`src/rtl/wb_rr_arbiter.sv`:
```
// Round-robin arbiter sharing one pipelined Wishbone slave among several masters.
// Ownership is held per Wishbone cycle, with outstanding-request tracking and a response timeout.
module wb_rr_arbiter #(
    parameter int NUM_MASTERS     = 4,
    parameter int ADDR_WIDTH      = 16,
    parameter int DATA_WIDTH      = 32,
    parameter int GRANULE         = 8,
    parameter int MAX_OUTSTANDING = 4,
    parameter int TIMEOUT         = 64,
    localparam int SEL_WIDTH      = DATA_WIDTH / GRANULE
) (
    input  logic                              clk_i,
    input  logic                              rst_i,
    input  logic [NUM_MASTERS-1:0]            m_cyc_i,
    input  logic [NUM_MASTERS-1:0]            m_stb_i,
    input  logic [NUM_MASTERS-1:0]            m_we_i,
    input  logic [NUM_MASTERS*ADDR_WIDTH-1:0] m_adr_i,
    input  logic [NUM_MASTERS*DATA_WIDTH-1:0] m_dat_i,
    input  logic [NUM_MASTERS*SEL_WIDTH-1:0]  m_sel_i,
    output logic [DATA_WIDTH-1:0]             m_dat_o,
    output logic [NUM_MASTERS-1:0]            m_ack_o,
    output logic [NUM_MASTERS-1:0]            m_err_o,
    output logic [NUM_MASTERS-1:0]            m_stall_o,
    output logic                              s_cyc_o,
    output logic                              s_stb_o,
    output logic                              s_we_o,
    output logic [ADDR_WIDTH-1:0]             s_adr_o,
    output logic [DATA_WIDTH-1:0]             s_dat_o,
    output logic [SEL_WIDTH-1:0]              s_sel_o,
    input  logic [DATA_WIDTH-1:0]             s_dat_i,
    input  logic                              s_ack_i,
    input  logic                              s_err_i,
    input  logic                              s_stall_i,
    output logic [NUM_MASTERS-1:0]            grant_o,
    output logic                              busy_o
);

    localparam int IW = (NUM_MASTERS > 1) ? $clog2(NUM_MASTERS) : 1;
    localparam int OW = $clog2(MAX_OUTSTANDING + 1);
    localparam int TW = (TIMEOUT > 1) ? $clog2(TIMEOUT) : 1;

    typedef enum logic [1:0] {
        IDLE,
        GRANT,
        TERR,
        HOLD
    } state_t;

    state_t                 state_q;
    logic [NUM_MASTERS-1:0] grant_q;
    logic [IW-1:0]          owner_q;
    logic [IW-1:0]          rr_q;
    logic [OW-1:0]          outst_q;
    logic [TW-1:0]          timer_q;

    logic                   pick_valid;
    logic [IW-1:0]          pick_idx;
    logic [IW-1:0]          owner_next;
    logic [OW-1:0]          outst_next;
    logic                   full;
    logic                   accept;
    logic                   response;

    logic                   own_cyc;
    logic                   own_stb;
    logic                   own_we;
    logic [ADDR_WIDTH-1:0]  own_adr;
    logic [DATA_WIDTH-1:0]  own_dat;
    logic [SEL_WIDTH-1:0]   own_sel;

    // First requester at or above the rr pointer, wrapping past the top index.
    always_comb begin
        int unsigned idx;
        pick_valid = 1'b0;
        pick_idx   = '0;
        idx        = 0;
        for (int unsigned i = 0; i < NUM_MASTERS; i++) begin
            idx = 32'(rr_q) + i;
            if (idx >= NUM_MASTERS) begin
                idx = idx - NUM_MASTERS;
            end
            if (!pick_valid && m_cyc_i[idx]) begin
                pick_valid = 1'b1;
                pick_idx   = IW'(idx);
            end
        end
    end

    always_comb begin
        own_cyc = 1'b0;
        own_stb = 1'b0;
        own_we  = 1'b0;
        own_adr = '0;
        own_dat = '0;
        own_sel = '0;
        for (int unsigned k = 0; k < NUM_MASTERS; k++) begin
            if (owner_q == IW'(k)) begin
                own_cyc = m_cyc_i[k];
                own_stb = m_stb_i[k];
                own_we  = m_we_i[k];
                own_adr = m_adr_i[k*ADDR_WIDTH +: ADDR_WIDTH];
                own_dat = m_dat_i[k*DATA_WIDTH +: DATA_WIDTH];
                own_sel = m_sel_i[k*SEL_WIDTH +: SEL_WIDTH];
            end
        end
    end

    assign owner_next = (owner_q == IW'(NUM_MASTERS - 1)) ? '0 : owner_q + 1'b1;
    assign full       = (outst_q == OW'(MAX_OUTSTANDING));

    assign s_we_o  = own_we;
    assign s_adr_o = own_adr;
    assign s_dat_o = own_dat;
    assign s_sel_o = own_sel;
    assign m_dat_o = s_dat_i;
    assign grant_o = grant_q;
    assign busy_o  = (state_q != IDLE);

    // Responses arriving after the owner drops cyc are not forwarded.
    always_comb begin
        s_cyc_o   = 1'b0;
        s_stb_o   = 1'b0;
        m_ack_o   = '0;
        m_err_o   = '0;
        m_stall_o = '1;
        accept    = 1'b0;
        response  = 1'b0;
        case (state_q)
            GRANT: begin
                s_cyc_o            = own_cyc;
                s_stb_o            = own_stb & ~full;
                m_stall_o[owner_q] = s_stall_i | full;
                accept             = own_stb & ~(s_stall_i | full);
                response           = own_cyc & (s_ack_i | s_err_i);
                m_ack_o[owner_q]   = own_cyc & s_ack_i & ~s_err_i;
                m_err_o[owner_q]   = own_cyc & s_err_i;
            end
            TERR: begin
                m_err_o[owner_q] = 1'b1;
            end
            default: ;
        endcase
    end

    always_comb begin
        outst_next = outst_q;
        if (accept && !response) begin
            outst_next = outst_q + 1'b1;
        end else if (!accept && response && (outst_q != '0)) begin
            outst_next = outst_q - 1'b1;
        end
    end

    always_ff @(posedge clk_i or negedge rst_i) begin
        if (!rst_i) begin
            state_q <= IDLE;
            grant_q <= '0;
            owner_q <= '0;
            rr_q    <= '0;
            outst_q <= '0;
            timer_q <= '0;
        end else begin
            case (state_q)
                IDLE: begin
                    outst_q <= '0;
                    timer_q <= '0;
                    if (pick_valid) begin
                        state_q <= GRANT;
                        owner_q <= pick_idx;
                        grant_q <= {{(NUM_MASTERS-1){1'b0}}, 1'b1} << pick_idx;
                    end
                end
                GRANT: begin
                    if (!own_cyc) begin
                        state_q <= IDLE;
                        grant_q <= '0;
                        rr_q    <= owner_next;
                        outst_q <= '0;
                        timer_q <= '0;
                    end else begin
                        outst_q <= outst_next;
                        if (response || (outst_q == '0)) begin
                            timer_q <= '0;
                        end else if (timer_q == TW'(TIMEOUT - 1)) begin
                            timer_q <= '0;
                            state_q <= TERR;
                        end else begin
                            timer_q <= timer_q + 1'b1;
                        end
                    end
                end
                TERR: begin
                    outst_q <= '0;
                    timer_q <= '0;
                    state_q <= HOLD;
                end
                HOLD: begin
                    if (!own_cyc) begin
                        state_q <= IDLE;
                        grant_q <= '0;
                        rr_q    <= owner_next;
                    end
                end
                default: begin
                    state_q <= IDLE;
                    grant_q <= '0;
                end
            endcase
        end
    end

endmodule

```
`config.mk`:
```
export PLATFORM = sky130hd
export DESIGN_NAME = wb_rr_arbiter
export DESIGN_NICKNAME = d
export VERILOG_FILES = /design/src/rtl/wb_rr_arbiter.sv
export SDC_FILE = /design/constraint.sdc
export NUM_CORES = 1
export LEC_CHECK = 0
export BUFFER_PORTS_ARGS = -buffer_cell sky130_fd_sc_hd__buf_2
export CORE_AREA = 2 2 142 144
export DETAILED_ROUTE_END_ITERATION = 6
export DIE_AREA = 0 0 144 146
export PLACE_DENSITY_LB_ADDON = 0.08
export SLEW_MARGIN = 10
export SYNTH_ARGS = -nofsm -noshare
export SYNTH_HDL_FRONTEND = slang
export SYNTH_SLANG_ARGS = --single-unit
```
`constraint.sdc`:
```
create_clock -name clk_i -period 3.7 [get_ports clk_i]
set_input_delay 1.11 -clock clk_i [delete_from_list [all_inputs] [get_ports clk_i]]
set_output_delay 1.11 -clock clk_i [all_outputs]
set_load 0.005 [all_outputs]
```
==> flow_metrics.env <==
export IMPL_synthDominantCellAreaShare_pct=15.58
export IMPL_drc=0
export IMPL_fin_skew_ps=3.097
export IMPL_ys_async_sr_fraction_pct=100.0
export IMPL_io_buffers=296
export IMPL_fp_dieH_um=146
export IMPL_final_nets=1101
export IMPL_synth_adder_area_share_pct=4.262
export IMPL_viasPerCell=4.230
export IMPL_syn_nets=865
export IMPL_endpoint_kind="output pin"
export IMPL_synth_top_family_by_area="simple AND/OR/NAND/NOR gates"
export IMPL_drt_total_wl_mm=17.42
export IMPL_cp_slowest_cell="nor3b_1"
export IMPL_vias=4649
export IMPL_crit_chain="buf_2 -> a211oi_2 -> a211oi_4 -> nand2_1 -> nor3b_1 -> and2_1 -> buf_2"
export IMPL_globalplace_congestion=0.8319
export IMPL_ys_seq_elements=19
export IMPL_clock_sinks=19
export IMPL_postSynthCellCount=597
export IMPL_cp_start_kind="input port"
export IMPL_cts_root_buf="clkbuf_16"
export IMPL_die_w_um=144
export IMPL_slew_viol_final=0
export IMPL_hold_ws_ps=486.2
export IMPL_row_count=51
export IMPL_rsz0062_at_grt="false"
export IMPL_clk_pin_slew_ps=60
export IMPL_maxCapViolCount=0
export IMPL_final_cell_mix="buf_2, nand2_1, nor2_1"
export IMPL_boundaryPins=361
export IMPL_crit_top_cell="buf_2"
export IMPL_period_minus_slack_ps=3511
export IMPL_cts_tree="done"
export IMPL_first_pass_iters=4
export IMPL_synth_compound_area_share_pct=32.33
export IMPL_yosysWarnings=0
export IMPL_grt_pass1_wl_mm=24.66
export IMPL_h_tree_depth=1
export IMPL_grt_pass1_vias=4372
export IMPL_avgRoutedWirePerCell_um=15.85
export IMPL_synth_edf_count=0
export IMPL_crit_arrival_ps=2400
export IMPL_synth_xor_area_share_pct=0.7715
export IMPL_ant_nets=0
export IMPL_outcome="finished, final reports clean"
export IMPL_synth_avg_cell_area_um2=5.705
export IMPL_syn_to_final_growth_pct=48.35
export IMPL_start_util_pct=17.61
export IMPL_critPathBufInv=2
export IMPL_finalCritPeriodShare_pct=94.90
export IMPL_drive_above_1_share_pct=39.54
export IMPL_powerDensity_nw_per_um2=722.9
export IMPL_min_path_type="flip-flop to flip-flop"
export IMPL_crit_family="simple AND/OR/NAND/NOR gates"
export IMPL_final_common_cell="buf_2"
export IMPL_finalHoldViolCount=0
export IMPL_synth_flop_cell="dfrtp_1"
export IMPL_cp_data_required_time_ps=2590
export IMPL_synthSimpleGateAreaFrac_pct=33.32
export IMPL_p_leak_uw=0.002550
export IMPL_dieArea_um2=21020
export IMPL_clock_path_buffers=2
export IMPL_grt_use_total_pct=14.84
export IMPL_nFillCells=2297
export IMPL_syn_area_um2=3406
export IMPL_synthDistinctLibCells=50
export IMPL_ctsHoldBuffers=0
export IMPL_insertion_delay_ps=250
export IMPL_dp_hpwl_mm=14.04
export IMPL_crit_type="input port to output pin"
export IMPL_yosysTopAreaCell="a21oi_1"
export IMPL_ys_top_cells_by_area="a21oi_1, dfrtp_1, nand2_1"
export IMPL_synth_mux_area_share_pct=1.874
export IMPL_peakVddDrop_mv=0.2707
export IMPL_drtIter0Drc=160
export IMPL_p_total_uw=3652
export IMPL_max_slew_margin_pct=50.02
export IMPL_antenna_found_initial=1
export IMPL_tightest_slew_ps=745.1
export IMPL_core_region_area_um2=19330
export IMPL_slowest_delay_ps=340
export IMPL_max_freq_mhz=284.8
export IMPL_finalSetupViolCount=0
export IMPL_cp_max_fo=5
export IMPL_grt_overflow=0
export IMPL_final_setup_tns_ps=0
export IMPL_yosysSeqAreaShare_pct=13.96
export IMPL_grt_max_degree=97
export IMPL_cts_buffers=3
-- layout make-up --
class / instances / area, µm² / area share (%)
timing repair buffer: 308 / 1604 / 31.75
tap: 265 / 331.6 / 6.563
inverter: 11 / 41.29 / 0.8172
multi-input combinational: 490 / 2514 / 49.75
antenna: 2 / 5.005 / 0.09906
sequential: 19 / 476.7 / 9.435
clock buffer: 3 / 75.07 / 1.486
clock inverter: 1 / 5.005 / 0.09906
-- Yosys cell counts, types with 4 or more instances --
cell type / n
a21oi_1: 106
a22oi_1: 4
and2_1: 9
buf_1: 9
buf_4: 32
clkbuf_1: 34
dfrtp_1: 19
ha_1: 10
inv_1: 11
nand2_1: 122
nand2b_1: 5
nand3_1: 5
nor2_1: 112
nor3_1: 4
o21ai_0: 65
-- power by group --
part / switching [µW] / internal (µW) / leakage, µW / total [µW]
combinational: 1850 / 1230 / 0.00226 / 3080
sequential: 71.2 / 271 / 0.000249 / 342
clock: 84.7 / 145 / 0.0000409 / 230
-- routing by layer --
metal | global-route usage, % | part of all wire [%] | routed length, µm
met1 | 17.32 | 40 | 7010
met2 | 28.64 | 51 | 8856
met3 | 2.731 | 8.2 | 1427
met4 | 1.422 | 0.65 | 113
met5 | 0 | 0.075 | 13
-- tightest hold or removal path, stage by stage, from the launching register on --
cell,delay [ps]
dfrtp_1,340
nand2_1,50
o21ai_0,60
-- path summary, 6_finish.rpt --
check                                 from          to  slack [ps]  depth (start not counted)
worst max register to register  owner_q[1]  outst_q[2]         700                         10
worst max-delay path            m_cyc_i[1]  m_ack_o[0]         190                          7
max in group asynchronous            rst_i  owner_q[0]        2540                          1
worst min-delay path            grant_o[1]  grant_o[1]         490                          2
min in group asynchronous            rst_i  state_q[0]         810                          1
worst min register to register  grant_o[1]  grant_o[1]         490                          2
-- state kept, by name, summed over array words and instances, names as in the netlist, named ones only --
| register | cells |
|---|---|
| grant_o | 4 |
| outst_q | 3 |
| timer_q | 6 |
| rr_q | 2 |
| state_q | 1 |
| owner_q | 2 |
-- stage by stage --
step	instance area [µm²]	utilization, %	setup slack, ps	instances
floorplan	3406	-	397.3	597
global placement	4949	25.59	127.3	1092
detailed placement	4949	25.59	134.7	1092
CTS	5029	26.01	82.71	1096
global route	5047	26.11	25.93	1097
finish	5052	26.13	188.7	1099
-- timing repair --
action                                  CTS  global route
endpoints found under the setup margin    0            14
setup buffers                             0             1
hold endpoints to repair                  0             0
resized for setup                         0             3
-- cell families (layout without fill, tap and decap cells) --
group,Yosys count,after routing
simple gates,274,274
mux,6,6
fa+ha+maj,11,11
compound gates,196,196
xor+xnor,3,3
other cells,0,2
buf+inv,88,323
flops,19,19
Power figures use the tool's default switching activity.
